==> src/rtl/i2c_arb_pkg.sv <==
// Shared types and constants for the four-bus I2C arbiter.
// Bus indices match the physical harness numbering.
package i2c_arb_pkg;

   localparam int NUM_BUS = 4;
   localparam int IDX_W   = 2;

   localparam logic [IDX_W-1:0] BUS_CAP_SENSE = 2'd0;
   localparam logic [IDX_W-1:0] BUS_LIGHT     = 2'd1;
   localparam logic [IDX_W-1:0] BUS_RH_TEMP   = 2'd2;
   localparam logic [IDX_W-1:0] BUS_PMONITOR  = 2'd3;

   typedef enum logic [1:0] {
      ST_IDLE,
      ST_ACTIVE,
      ST_DRAIN,
      ST_GUARD
   } arb_state_e;

endpackage

==> src/rtl/rr_priority_pick.sv <==
// Combinational round-robin pick: first set request after last,
// wrapping; the last index itself has the lowest priority.
module rr_priority_pick
   import i2c_arb_pkg::*;
(
   input  logic [NUM_BUS-1:0] req,
   input  logic [IDX_W-1:0]   last,
   output logic               valid,
   output logic [IDX_W-1:0]   idx
);

   logic [IDX_W-1:0] cand;

   // Scan farthest-first so the nearest hit after last wins.
   always_comb begin
      valid = 1'b0;
      idx   = last;
      cand  = last;
      for (int off = NUM_BUS; off >= 1; off--) begin
         cand = last + IDX_W'(off);
         if (req[cand]) begin
            valid = 1'b1;
            idx   = cand;
         end
      end
   end

endmodule

==> src/rtl/i2c_bus_arbiter.sv <==
// Shares one I2C master across four physical buses with
// round-robin grants, a busy drain, a guard gap and a watchdog.
module i2c_bus_arbiter
   import i2c_arb_pkg::*;
#(
   parameter int unsigned TIMEOUT_CYCLES = 1000000,
   parameter int unsigned GUARD_CYCLES   = 16
)
(
   input  logic               i_clk,
   input  logic               i_rst_n,
   input  logic [NUM_BUS-1:0] i_req,
   output logic [NUM_BUS-1:0] o_grant,
   output logic [IDX_W-1:0]   o_sel,
   output logic               o_timeout,
   input  logic               i_master_busy,
   input  logic               i_m_scl_oe,
   input  logic               i_m_sda_oe,
   output logic               o_m_scl_i,
   output logic               o_m_sda_i,
   input  logic [NUM_BUS-1:0] i_bus_scl_i,
   input  logic [NUM_BUS-1:0] i_bus_sda_i,
   output logic [NUM_BUS-1:0] o_bus_scl_o,
   output logic [NUM_BUS-1:0] o_bus_sda_o,
   output logic [NUM_BUS-1:0] o_bus_scl_oe,
   output logic [NUM_BUS-1:0] o_bus_sda_oe
);

   localparam int TW_RAW = $clog2(TIMEOUT_CYCLES + 1);
   localparam int CNT_W  = (TW_RAW < 1) ? 1 : TW_RAW;
   localparam logic [CNT_W-1:0] T_LIM   = CNT_W'(TIMEOUT_CYCLES);
   localparam logic [CNT_W-1:0] CNT_MAX = '1;

   localparam int G_CYC  = (GUARD_CYCLES < 1) ? 1 : GUARD_CYCLES;
   localparam int GW_RAW = $clog2(G_CYC + 1);
   localparam int GW     = (GW_RAW < 1) ? 1 : GW_RAW;
   localparam logic [GW-1:0] G_LAST = GW'(G_CYC - 1);

   arb_state_e         state_q, state_d;
   logic [NUM_BUS-1:0] grant_q, grant_d;
   logic [IDX_W-1:0]   sel_q, sel_d;
   logic [IDX_W-1:0]   last_q, last_d;
   logic [CNT_W-1:0]   wdog_q, wdog_d, wdog_inc;
   logic [GW-1:0]      gcnt_q, gcnt_d;
   logic               timeout_q, timeout_d;
   logic               pick_valid;
   logic [IDX_W-1:0]   pick_idx;
   logic               route;

   rr_priority_pick u_pick (
      .req   (i_req),
      .last  (last_q),
      .valid (pick_valid),
      .idx   (pick_idx)
   );

   always_ff @(posedge i_clk or negedge i_rst_n) begin
      if (!i_rst_n) begin
         state_q   <= ST_IDLE;
         grant_q   <= '0;
         sel_q     <= '0;
         last_q    <= BUS_PMONITOR;
         wdog_q    <= '0;
         gcnt_q    <= '0;
         timeout_q <= 1'b0;
      end else begin
         state_q   <= state_d;
         grant_q   <= grant_d;
         sel_q     <= sel_d;
         last_q    <= last_d;
         wdog_q    <= wdog_d;
         gcnt_q    <= gcnt_d;
         timeout_q <= timeout_d;
      end
   end

   // Saturating watchdog increment.
   assign wdog_inc = (wdog_q == CNT_MAX) ? wdog_q : wdog_q + CNT_W'(1);

   always_comb begin
      state_d   = state_q;
      grant_d   = grant_q;
      sel_d     = sel_q;
      last_d    = last_q;
      wdog_d    = wdog_q;
      gcnt_d    = gcnt_q;
      timeout_d = 1'b0;
      unique case (state_q)
         ST_IDLE: begin
            if (pick_valid) begin
               state_d           = ST_ACTIVE;
               grant_d           = '0;
               grant_d[pick_idx] = 1'b1;
               sel_d             = pick_idx;
               last_d            = pick_idx;
               wdog_d            = '0;
            end
         end
         ST_ACTIVE: begin
            if (!i_req[sel_q]) begin
               state_d = ST_DRAIN;
               grant_d = '0;
            end else begin
               wdog_d = wdog_inc;
               if (TIMEOUT_CYCLES != 0 && wdog_inc == T_LIM) begin
                  state_d   = ST_DRAIN;
                  grant_d   = '0;
                  timeout_d = 1'b1;
               end
            end
         end
         ST_DRAIN: begin
            if (!i_master_busy) begin
               state_d = ST_GUARD;
               gcnt_d  = '0;
            end
         end
         ST_GUARD: begin
            if (gcnt_q == G_LAST) begin
               state_d = ST_IDLE;
            end else begin
               gcnt_d = gcnt_q + GW'(1);
            end
         end
         default: state_d = ST_IDLE;
      endcase
   end

   assign route = (state_q == ST_ACTIVE) || (state_q == ST_DRAIN);

   // Idle lines read as released (high) back at the master.
   always_comb begin
      o_bus_scl_oe = '0;
      o_bus_sda_oe = '0;
      o_m_scl_i    = 1'b1;
      o_m_sda_i    = 1'b1;
      if (route) begin
         o_bus_scl_oe[sel_q] = i_m_scl_oe;
         o_bus_sda_oe[sel_q] = i_m_sda_oe;
         o_m_scl_i           = i_bus_scl_i[sel_q];
         o_m_sda_i           = i_bus_sda_i[sel_q];
      end
   end

   assign o_bus_scl_o = '0;
   assign o_bus_sda_o = '0;
   assign o_grant     = grant_q;
   assign o_sel       = sel_q;
   assign o_timeout   = timeout_q;

endmodule

==> config.mk <==
export PLATFORM = sky130hd
export DESIGN_NAME = i2c_bus_arbiter
export DESIGN_NICKNAME = d
export VERILOG_FILES = /design/src/rtl/i2c_arb_pkg.sv /design/src/rtl/rr_priority_pick.sv /design/src/rtl/i2c_bus_arbiter.sv
export SDC_FILE = /design/constraint.sdc
export NUM_CORES = 1
export LEC_CHECK = 0
export CORE_MARGIN = 4
export CORE_UTILIZATION = 50
export CTS_BUF_LIST = sky130_fd_sc_hd__clkbuf_2
export CTS_CLUSTER_DIAMETER = 30
export DETAILED_ROUTE_END_ITERATION = 8
export PLACE_DENSITY = 0.76
export SLEW_MARGIN = 20
export SYNTH_ARGS = -nofsm -noshare
export SYNTH_HDL_FRONTEND = slang
export SYNTH_SLANG_ARGS = --single-unit
==> constraint.sdc <==
create_clock -name i_clk -period 2.84 [get_ports i_clk]
set_input_delay 0.71 -clock i_clk [delete_from_list [all_inputs] [get_ports i_clk]]
set_output_delay 0.71 -clock i_clk [all_outputs]
set_load 0.005 [all_outputs]
After elaboration in Yosys (flattened, before gate mapping). Index checks and enable logic that the tools add are counted.

Bits in registers: 36. Output and inout bits: 25. Logic and storage cells: 94.

Add/subtract/negate cells: 5. Order comparisons: 8. Equality and inequality tests: 12. Muxes and demuxes: 49. Bitwise gates (word level): 2. Reductions and logical operators: 11.

Operator list (number): 2-to-1 mux 20 bit (3); equality test 20 bit, second input constant (2); case mux 20 bit (2 select lines) (1); adder 20 x 1 -> 20 bit, second input constant (1); 2-to-1 mux 4 bit (5); less-than comparator 2 x 3 -> 1 bit, second input constant (6); 2-to-1 mux 1 bit (18); 2-to-1 mux 2 bit (8); binary-select mux 1 bit (select 2 bit) (7); 2-to-1 mux 5 bit (2); inequality test 2 bit, second input constant (5); case mux 5 bit (2 select lines) (1); AND reduction 3 bit (3); bitwise AND 4 bit (2); case mux 2 bit (4 select lines) (1); case mux 4 bit (2 select lines) (1); adder 5 x 1 -> 5 bit, second input constant (1); equality test 5 x 4 -> 1 bit, second input constant (1); adder 2 bit, second input constant (2); demux 1 bit (select 2 bit) (2); equality test 2 bit, second input constant (2); >= comparator 2 x 1 -> 1 bit, second input constant (2); AND reduction 4 bit (1); nonzero test 2 bit (2); 7 further kinds (8).

Depth between registers and ports, before layout. Gate-level depths: netlist (run 1).

Depth in word-level cells: 12. Mapped depth: 10. Depth with buffers taken out: 9.

By module. From an unflattened synthesis (run 1), not the netlist that was laid out.

Cell total of the unflattened synthesis: 349. Area, all modules: 2806.4 um2.

Modules (own cells, without submodules): i2c_bus_arbiter (instances 1, cells an instance 335, area each 2723.9 um2, seq. area each 903.4 um2); rr_priority_pick (instances 1, cells an instance 14, area each 82.6 um2, seq. area each 0.0 um2).

Least setup slack after synthesis (run 1). OpenSTA, ideal clock, no wires.

Path type: register to register. Start: register wdog_q[0]. End: register state_q[1]. Setup time: 0.128 ns. Arrival: 2.383 ns. Slack: 0.329 ns. Cell stages (with the launch flop): 10. Buffers on the path: 0. Clock period less this slack: 2.511 ns. Path through: dfrtp_1 -> ha_1 -> nand3_2 -> or3_1 -> nand2b_2 -> xnor2_1 -> nor4_2 -> nand4_1 -> a21oi_2 -> mux2_1.

Word-level cells in the longest chain between the ends: 5. Elaborated cells between the ends (all ways): 6. Those cells by class: add/sub (1); eq/ne (3); mux (1); reduce/logical (1).

RTL lines: start, declared (line i2c_bus_arbiter.sv:43) `logic [CNT_W-1:0] wdog_q, wdog_d, wdog_inc;`; start signal, assigned (line i2c_bus_arbiter.sv:71) `wdog_q <= wdog_d;`; adder 20 x 1 -> 20 bit / equality test 20 bit (equally long branches) (line i2c_bus_arbiter.sv:78) `assign wdog_inc = (wdog_q == CNT_MAX) ? wdog_q : wdog_q + CNT_W'(1);`; 2-to-1 mux 20 bit * (line i2c_bus_arbiter.sv:78); equality test 20 bit * (line i2c_bus_arbiter.sv:105) `if (TIMEOUT_CYCLES != 0 && wdog_inc == T_LIM) begin`; inequality test 3 bit (no source line) *; AND reduction 4 bit (no source line) *; end signal, assigned (line i2c_bus_arbiter.sv:67) `state_q <= state_d;`; end, declared (line i2c_bus_arbiter.sv:39) `arb_state_e state_q, state_d;`.

Every way passes the cells marked *; elsewhere a longest branch is shown, timed or not. A chain may end at the register's enable or synchronous reset.

Worst setup path in the final report (run 1).
Start: register wdog_q[1]. End: register state_q[1].

The elaborated chain is that of the path after synthesis.

==> results of run 1 <==
## layer usage
metal	global-route usage, %	wire length, um
met5	0	0
met2	34.8	2890
met3	4.06	329
met1	29.1	2900
met4	5.15	84
## synth_stat cells, types with 2 or more instances
library cell	n
dfstp_2	2
xnor2_1	5
nor4_1	4
xor2_1	6
a31oi_1	4
mux2i_1	3
o21ai_0	23
nand3_2	2
or3_1	2
nand2_1	36
nand2b_1	11
and3_1	8
dfrtp_1	34
nand4_1	10
buf_2	4
mux4_2	3
ha_1	8
inv_1	10
a21o_1	5
nor3_1	7
a21oi_1	25
buf_4	9
a32o_1	2
clkbuf_1	9
o31ai_1	6
mux2_2	3
nor2_1	25
a22o_1	4
nand3_1	14
## per-stage QoR
| step | instances | total power, mW | area, um^2 | setup TNS (ns) | setup WS, ns |
|---|---|---|---|---|---|
| floorplan | 312 | 1.55 | 2590 | 0 | 0.329 |
| global placement | 409 | 2.04 | 3020 | -0.0268 | -0.0140 |
| detailed placement | 409 | 2.07 | 3020 | -0.0709 | -0.0475 |
| CTS | 417 | 2.29 | 3060 | 0 | 0.0206 |
| global route | 421 | 2.57 | 3100 | -0.0193 | -0.0193 |
| finish | 421 | 2.35 | 3100 | 0 | 0.112 |
## final cells by class
type                       instances  area, um^2
clock buffer                       7        35.0
multi-input combinational        244        1540
timing repair buffer              56         495
inverter                          10        37.5
clock inverter                     1        3.75
fill                             423        1750
sequential                        36         905
tap                               67        83.8
## report_power, final
group,internal (mW),switching [mW]
clock,0.0660,0.165
sequential,0.624,0.116
combinational,0.670,0.704
total,1.36,0.985
## cell families after synthesis
group	share of synthesized area, %
AND/OR/NAND/NOR	26.3
AO/OA/AOI/OAI	18.8
flip-flops	35.3
buffers and inverters	6.20
XOR/XNOR	3.76
multiplexers	5.57
adder cells (fa/ha/maj)	3.91
other	0.146
## registers in the layout, indices dropped and copies added, names as in the netlist
| signal | cells |
|---|---|
| o_grant | 4 |
| state_q | 2 |
| last_q | 2 |
| gcnt_q | 5 |
| wdog_q | 20 |
| o_sel | 2 |
| o_timeout | 1 |
## worst max path at each step
stage                             end              startpoint  slack [ns]
6_report       state_q[1]$_DFFE_PN0P_   wdog_q[1]$_DFFE_PN0P_        0.11
3_3_place_gp                o_m_scl_i          i_bus_scl_i[3]       -0.01
5_1_grt        state_q[1]$_DFFE_PN0P_   wdog_q[1]$_DFFE_PN0P_       -0.02
2_1_floorplan  state_q[1]$_DFFE_PN0P_   wdog_q[0]$_DFFE_PN0P_        0.33
3_5_place_dp                o_m_scl_i          i_bus_scl_i[3]       -0.05
4_1_cts               o_bus_scl_oe[1]  state_q[0]$_DFFE_PN0P_        0.02
## timing repair
item	in CTS	in global routing
gates resized for setup	2	3
pin swaps	0	2
setup endpoints to repair	2	10
buffers inserted	0	4
## worst max-delay path: stages (launching register included)
cell and delay, ns:
dfrtp_2 0.43, ha_1 0.19, nand3_2 0.20, nor4_4 0.40, xnor2_1 0.12, nor4_1 0.33
and3_1 0.21, nand4_1 0.22, a21oi_2 0.23, mux2_1 0.33
==> metrics, run 1 <==
clock skew around 0.019 ns; CTS Sinks 36; first-pass GRT wire length between 10000 and 15000 um; ys async rst share 100%; outcome completed; residual DRC count 0; initial antenna violation count 0; DR pass1 iterations 5; PwrDens 757 nW/um^2; Max Cap Viol 0; final slew viol count 0; CP max FO 6; CP Capture Type flip-flop; total grt overflow 0; Die Area about 6300 um^2; Peak VDD IR 0.000604 V; Post-synth EDFFs 0; worst rel slew slack between 40 and 50%; GRT Overall Usage a little over a fifth; FF-to-FF setup slack around 0.11 ns; cell count after synthesis approximately 300; Avg WL per Cell between 10 and 15 um; Tightest Hold Check Type input pin to async pin; Tcrit/Tclk final 96.0%; H-tree Lvls 2; GPL Wtd Cong ~0.94; synthesized area per cell 8.40 um^2; Via Count 2416; flops & latches, synth 36; Routed Wire Length slightly above 6000 um; Syn Std Cell Area between 2000 and 3000 um^2; hold_ws between 0.3 and 0.4 ns; Cell variety after synth 50; Ports 42; commonest cells after routing, fill and taps aside nand2_1 (36), dfrtp_1 (33), clkdlybuf4s50_1 (30), nor2_1 (25), a21oi_1 (25); Rows 25; WP data required between 3 and 4 ns; RR Endpoint state_q[1]$_DFFE_PN0P_; Starting Density 52.9%; Final Util approximately 64%; vias in the first global route 2262; antenna-violating nets left 0; ANT cells 0; clk root buf clkbuf_2; Final nets around 380; Clock transition at path regs roughly 0.19 ns; YS warnings 0; Vias per Instance 5.74; Iteration-0 DRC Markers 222; Pleak ~1.4 nW; Top FF cell, synth dfrtp_1; post-synth top area share around a third; final HPWL from detailed placement ~4700 um; FF-to-FF Start wdog_q[1]$_DFFE_PN0P_; Synth area leader dfrtp_1; cts hold-fix bufs 0; share of layout cells above drive strength 1 roughly 14%; CP startpoint kind flip-flop; hold violation count in the final report 0; largest net degree at the start of global routing 37; commonest non-fill, non-tap cell in the layout nand2_1; CTS tree yes; area delta synth->final 20.9%; register area share after synthesis a little over a third; top post-synthesis cells by area dfrtp_1 (33%), nand2_1 (5.3%), a21oi_1 (4.9%); CP Class flip-flop to flip-flop; Final Critical Period 2.73 ns; Worst-Skew Late Latency ~0.38 ns; port bufs 33; clock buffer depth 2; Setup-failing EPs final 0; Slew @ Worst Pin ~0.83 ns; crit path DAT between 3 and 4 ns; r2r worst-path depth 9; CORE AREA slightly below 5000 um^2; FMAX 0.367 GHz; Die H slightly below 80 um; total CTS buffers 5; die span in x between 70 and 80 um
Power figures use the tool's default switching activity.
==> run 2: changes to the inputs <==
Settings changed: CTS_BUF_LIST sky130_fd_sc_hd__clkbuf_2 to sky130_fd_sc_hd__clkbuf_8, PLACE_DENSITY 0.76 to default, PLACE_DENSITY_LB_ADDON from default to 0.3.
==> metrics, run 2 (synthesis results as in run 1) <==
commonest cells after routing, fill and taps aside nand2_1 (36), dfrtp_1 (34), clkdlybuf4s50_1 (30), nor2_1 (25), a21oi_1 (25); r2r worst-path depth 10; Tot Pwr ~2.5 mW; GPL Wtd Cong 0.987; RSZ-0062 raised after global routing no; RR Endpoint state_q[1]$_DFFE_PN0P_; CORE AREA between 4000 and 5000 um^2; antenna-violating nets left 0; CP Capture Type primary output; Critical Path Source i_bus_scl_i[3]; Slew @ Worst Pin 0.793 ns; P_int approximately 1.5 mW; part of the power in registers just under 30%; FF-to-FF setup slack roughly 0.17 ns; CTS Sinks 36; clock skew roughly 0.0055 ns; hold_ws ~0.50 ns; FF-to-FF Start wdog_q[1]$_DFFE_PN0P_; total CTS buffers 5; Iteration-0 DRC Markers between 100 and 150; CTS tree yes; CP max FO 1; Tightest Hold Check Type input pin to async pin; Starting Density between 50% and 60%; clock buffer depth 2; die span in x ~80 um; Pleak about 1.4 nW; outcome completed; Final Util about 65%; DR pass1 iterations 5; total grt overflow 0; Setup-failing EPs final 0; final slew viol count 0; Die H just under 80 um; worst path bufs/invs 2; Ports between 40 and 50; Routed Wire Length around 6400 um; final HPWL from detailed placement approximately 4700 um; largest net degree at the start of global routing 37; port bufs 33; Max Cap Viol 0; final non-filler cell total 417; Clock transition at path regs ~0.070 ns; vias in the first global route between 2000 and 2500; Clock power frac between 10% and 20%; FMAX between 0.3 and 0.4 GHz; NetSw around 1.0 mW; area delta synth->final 22.5%; crit path max-delay cell type mux4_2; ANT cells 0; GRT Overall Usage around 22%; Via Count 2410; Vias per Instance 5.78; most flop-heavy register wdog_q; commonest non-fill, non-tap cell in the layout nand2_1; Avg WL per Cell approximately 15 um; max reg flops 20; Cells after DPL between 400 and 500; CP endpoint o_m_scl_i; hold violation count in the final report 0; residual DRC count 0; WP data required roughly 2.1 ns; Switching Fraction between 40% and 50%; Worst path top cell family by delay buffers and inverters; clk root buf clkbuf_8; Worst path max stage delay 0.46 ns; first-pass GRT wire length approximately 11000 um; Fin Setup TNS 0 ns; Comb pwr share ~53%; Final Critical Period roughly 2.7 ns; H-tree Lvls 2; Die Area between 6000 and 7000 um^2; CP Class input pin to primary output; Worst-Skew Late Latency 0.30 ns; Rows 25; CP startpoint kind input pin; Peak VDD IR between 0.0005 and 0.0006 V; # fillers approximately 410; Final nets between 300 and 400; PwrDens 803 nW/um^2; initial antenna violation count 0; worst rel slew slack 47.2%; crit path DAT between 1.5 and 2 ns; Tcrit/Tclk final 95.0%; crit path cell chain clkdlybuf4s50_1 > mux4_2 > nand2b_1 > dlygate4sd2_1; Crit path depth 4; share of layout cells above drive strength 1 a little over an eighth
==> run 2: changes by cell type in the layout (fill, tap and decap cells not counted), sizes merged <==
cell	before	now
clkbuf	7	5
buf	24	20
bufinv	0	1
clkinvlp	0	1
==> run 2: cell type report <==
cell class | count | area, um^2 | area share (%)
multi-input cells | 244 | 1540 | 49.0
clock buffers | 5 | 68.8 | 2.19
clock inverters | 3 | 42.5 | 1.36
flip-flops and latches | 36 | 903 | 28.8
inverters | 10 | 37.5 | 1.20
well taps | 67 | 83.8 | 2.67
repair buffers | 52 | 465 | 14.8
==> run 2: how the worst min path moves through the flow <==
stage	startpoint	endpoint	slack [ns]	depth (start not counted)
after floorplan	i_rst_n	gcnt_q[0]$_DFFE_PN0P_	0.41	0
after global placement	gcnt_q[4]$_DFFE_PN0P_	gcnt_q[4]$_DFFE_PN0P_	0.48	2
after detailed placement	o_grant[3]$_DFFE_PN0P_	o_grant[3]$_DFFE_PN0P_	0.49	1
after CTS	gcnt_q[4]$_DFFE_PN0P_	gcnt_q[4]$_DFFE_PN0P_	0.51	2
after global routing	o_grant[3]$_DFFE_PN0P_	o_grant[3]$_DFFE_PN0P_	0.55	1
final	i_rst_n	o_sel[1]$_DFFE_PN0P_	0.50	1
==> run 2: power groups by stage <==
stage	Clock, mW	Combinational [mW]	Sequential, mW
after floorplan	0	0.841	0.709
after global placement	0	1.30	0.743
after detailed placement	0	1.33	0.744
after CTS	0.469	1.31	0.736
after global routing	0.496	1.47	0.752
final	0.456	1.33	0.733
==> run 2: timing repair <==
| action | in CTS | in global routing |
|---|---|---|
| pin swaps | 0 | 3 |
| hold buffers | 0 | 0 |
| setup buffers | 0 | 2 |
| gates resized for setup | 2 | 2 |
| setup endpoints to repair | 2 | 5 |
==> run 2: stage by stage <==
| stage | worst slack [ns] | area, um^2 |
|---|---|---|
| finish | 0.142 | 3140 |
| global route | 0.00179 | 3140 |
| CTS | 0.132 | 3110 |
| detailed placement | -0.0601 | 3000 |
| global placement | -0.0148 | 3000 |
| floorplan | 0.329 | 2590 |
==> run 2: layer usage <==
| layer | vias to the layer above | share of wire (%) | global-route usage, % | wire, um |
|---|---|---|---|---|
| met4 | 0 | 2.2 | 8.42 | 141 |
| met5 | - | 0 | 0 | 0 |
| li1 | 1184 | - | - | - |
| met1 | 1131 | 45 | 30.3 | 2880 |
| met2 | 78 | 46 | 33.7 | 2940 |
| met3 | 17 | 6.3 | 4.63 | 398 |
==> run 2: worst reg2reg max path, delay by kind of cell, from the launching register on <==
family | cells | cell delay (ns)
and+or+nand+nor | 5 | 1.18
AOI/OAI and AO/OA | 1 | 0.23
xor gates and xnor gates | 1 | 0.05
muxes | 1 | 0.33
buffers and inverters | 1 | 0.17
DFF | 1 | 0.39
adders and majority gates | 1 | 0.20
==> run 3: changes to the inputs <==
Settings changed: CAP_MARGIN from default to 15, CORE_UTILIZATION 50 to 56.
==> metrics, run 3 (synthesis results as in run 1) <==
clock buffer depth 2; Clock transition at path regs roughly 0.080 ns; CTS Sinks 36; FF-to-FF setup slack roughly 0.078 ns; vias in the first global route 2343; Final Util a little under three quarters; first-pass GRT wire length around 11000 um; commonest cells after routing, fill and taps aside nand2_1 (36), dfrtp_1 (34), clkdlybuf4s50_1 (30), nor2_1 (25), a21oi_1 (25); Clock power frac about 16%; Avg WL per Cell 16.0 um; NetSw slightly above 1 mW; outcome completed; Via Count 2451; crit path DAT ~3 ns; Comb pwr share ~54%; CP startpoint kind flip-flop; PwrDens 792 nW/um^2; Rows 24; total grt overflow 0; initial antenna violation count 0; RR Endpoint state_q[1]$_DFFE_PN0P_; Iteration-0 DRC Markers 246; ANT cells 0; crit path max-delay cell type nor4_4; r2r worst-path depth 10; antenna-violating nets left 0; Post-DP Area slightly below 3000 um^2; CP Class flip-flop to flip-flop; P_int ~1.4 mW; clock skew roughly 0.0096 ns; Ports 42; die span in x ~76 um; Worst path max stage delay ~0.4 ns; Routed Wire Length 6430 um; CP max FO 6; Die Area 5720 um^2; area delta synth->final 21.2%; Final WS setup approximately 0.078 ns; Worst path top cell family by delay simple AND/OR/NAND/NOR gates; port bufs 33; worst path bufs/invs 1; GPL Wtd Cong 1.01; CTS tree yes; Worst-Skew Late Latency around 0.30 ns; Tot Pwr 2.46 mW; Switching Fraction between 40% and 50%; total CTS buffers 5; clk root buf clkbuf_8; Die H between 70 and 80 um; most flop-heavy register wdog_q; Starting Density 58.4%; # fillers between 300 and 400; FF-to-FF Start wdog_q[0]$_DFFE_PN0P_; DR pass1 iterations 5; Slew @ Worst Pin 0.785 ns; GRT Overall Usage roughly a quarter; Final Critical Period between 2 and 3 ns; FMAX ~0.36 GHz; part of the power in registers 29.9%; commonest non-fill, non-tap cell in the layout nand2_1; WP data required 3.02 ns; largest net degree at the start of global routing 37; max reg flops 20; final HPWL from detailed placement around 4700 um; CORE AREA about 4400 um^2; hold violation count in the final report 0; Pleak 1.35 nW; pre-CTS WS -0.0391 ns; H-tree Lvls 2; Peak VDD IR about 0.00058 V; Setup-failing EPs final 0; Max Cap Viol 0; Tightest Hold Check Type input pin to async pin; Design Area, Final around 3100 um^2; Tcrit/Tclk final between 90% and 100%; Final nets roughly 370; Vias per Instance 6.10; worst rel slew slack between 40% and 50%; share of layout cells above drive strength 1 between 10% and 20%; cts hold-fix bufs 0; crit path cell chain ha_1 > nand3_2 > nor4_4 > buf_4 > xnor2_1 > nor4_1 > and3_1 > nand4_1 > a21oi_2 > mux2_1; residual DRC count 0; final slew viol count 0; CP Capture Type flip-flop
[run 3: cell types whose count changed in the layout (fill, tap and decap cells not counted)]
cell        before  now
clkbuf_8         5    6
clkinv_2         1    0
clkinvlp_4       1    2
bufinv_16        1    0
[run 3: how the worst max path moves through the flow]
stage / startpoint / end / slack, ns / cells past startpoint
after floorplan: wdog_q[0]$_DFFE_PN0P_ / state_q[1]$_DFFE_PN0P_ / 0.33 / 9
after global placement: i_bus_sda_i[3] / o_m_sda_i / -0.01 / 4
after detailed placement: i_bus_sda_i[3] / o_m_sda_i / -0.04 / 4
after CTS: wdog_q[7]$_DFFE_PN0P_ / state_q[1]$_DFFE_PN0P_ / 0.15 / 8
after global routing: wdog_q[0]$_DFFE_PN0P_ / state_q[1]$_DFFE_PN0P_ / -0.06 / 10
final: wdog_q[0]$_DFFE_PN0P_ / state_q[1]$_DFFE_PN0P_ / 0.08 / 10
[run 3: layer usage]
metal | routed length [um] | vias up | GRT usage [%] | share of wire [%]
li1 | - | 1176 | - | -
met1 | 2880 | 1157 | 34.4 | 45
met2 | 3050 | 103 | 39.5 | 47
met3 | 373 | 15 | 5.15 | 5.8
met4 | 128 | 0 | 9.51 | 2.0
met5 | 0 | - | 0 | 0
[run 3: layout make-up]
cell class	instances	area [um^2]	share of cell area (%)
multi-input cells	244	1540	49.5
flip-flops and latches	36	903	29.1
repair buffers	52	465	15.0
clock buffers	6	82.6	2.66
well taps	52	65.1	2.09
inverters	10	37.5	1.21
clock inverters	2	15.0	0.483
[run 3: power by group through the flow]
stage	clock (mW)	combinational (mW)	sequential, mW
global placement	0	1.28	0.738
floorplan	0	0.841	0.709
CTS	0.406	1.30	0.735
detailed placement	0	1.30	0.744
finish	0.399	1.33	0.735
global route	0.432	1.46	0.758
[run 3: stage by stage]
| step | TNS (ns) | cells | hold WS (ns) |
|---|---|---|---|
| after floorplan | 0 | 312 | 0.414 |
| after CTS | 0 | 397 | 0.512 |
| final | 0 | 402 | 0.489 |
| after global placement | -0.0272 | 389 | 0.477 |
| after detailed placement | -0.0738 | 389 | 0.484 |
| after global routing | -0.0714 | 402 | 0.543 |
[run 3: timing repair]
action / CTS / global route
endpoints found under the setup margin: 2 / 5
buffers inserted: 0 / 5
gates resized for setup: 2 / 2
cloned: 0 / 0
pin swaps: 0 / 4
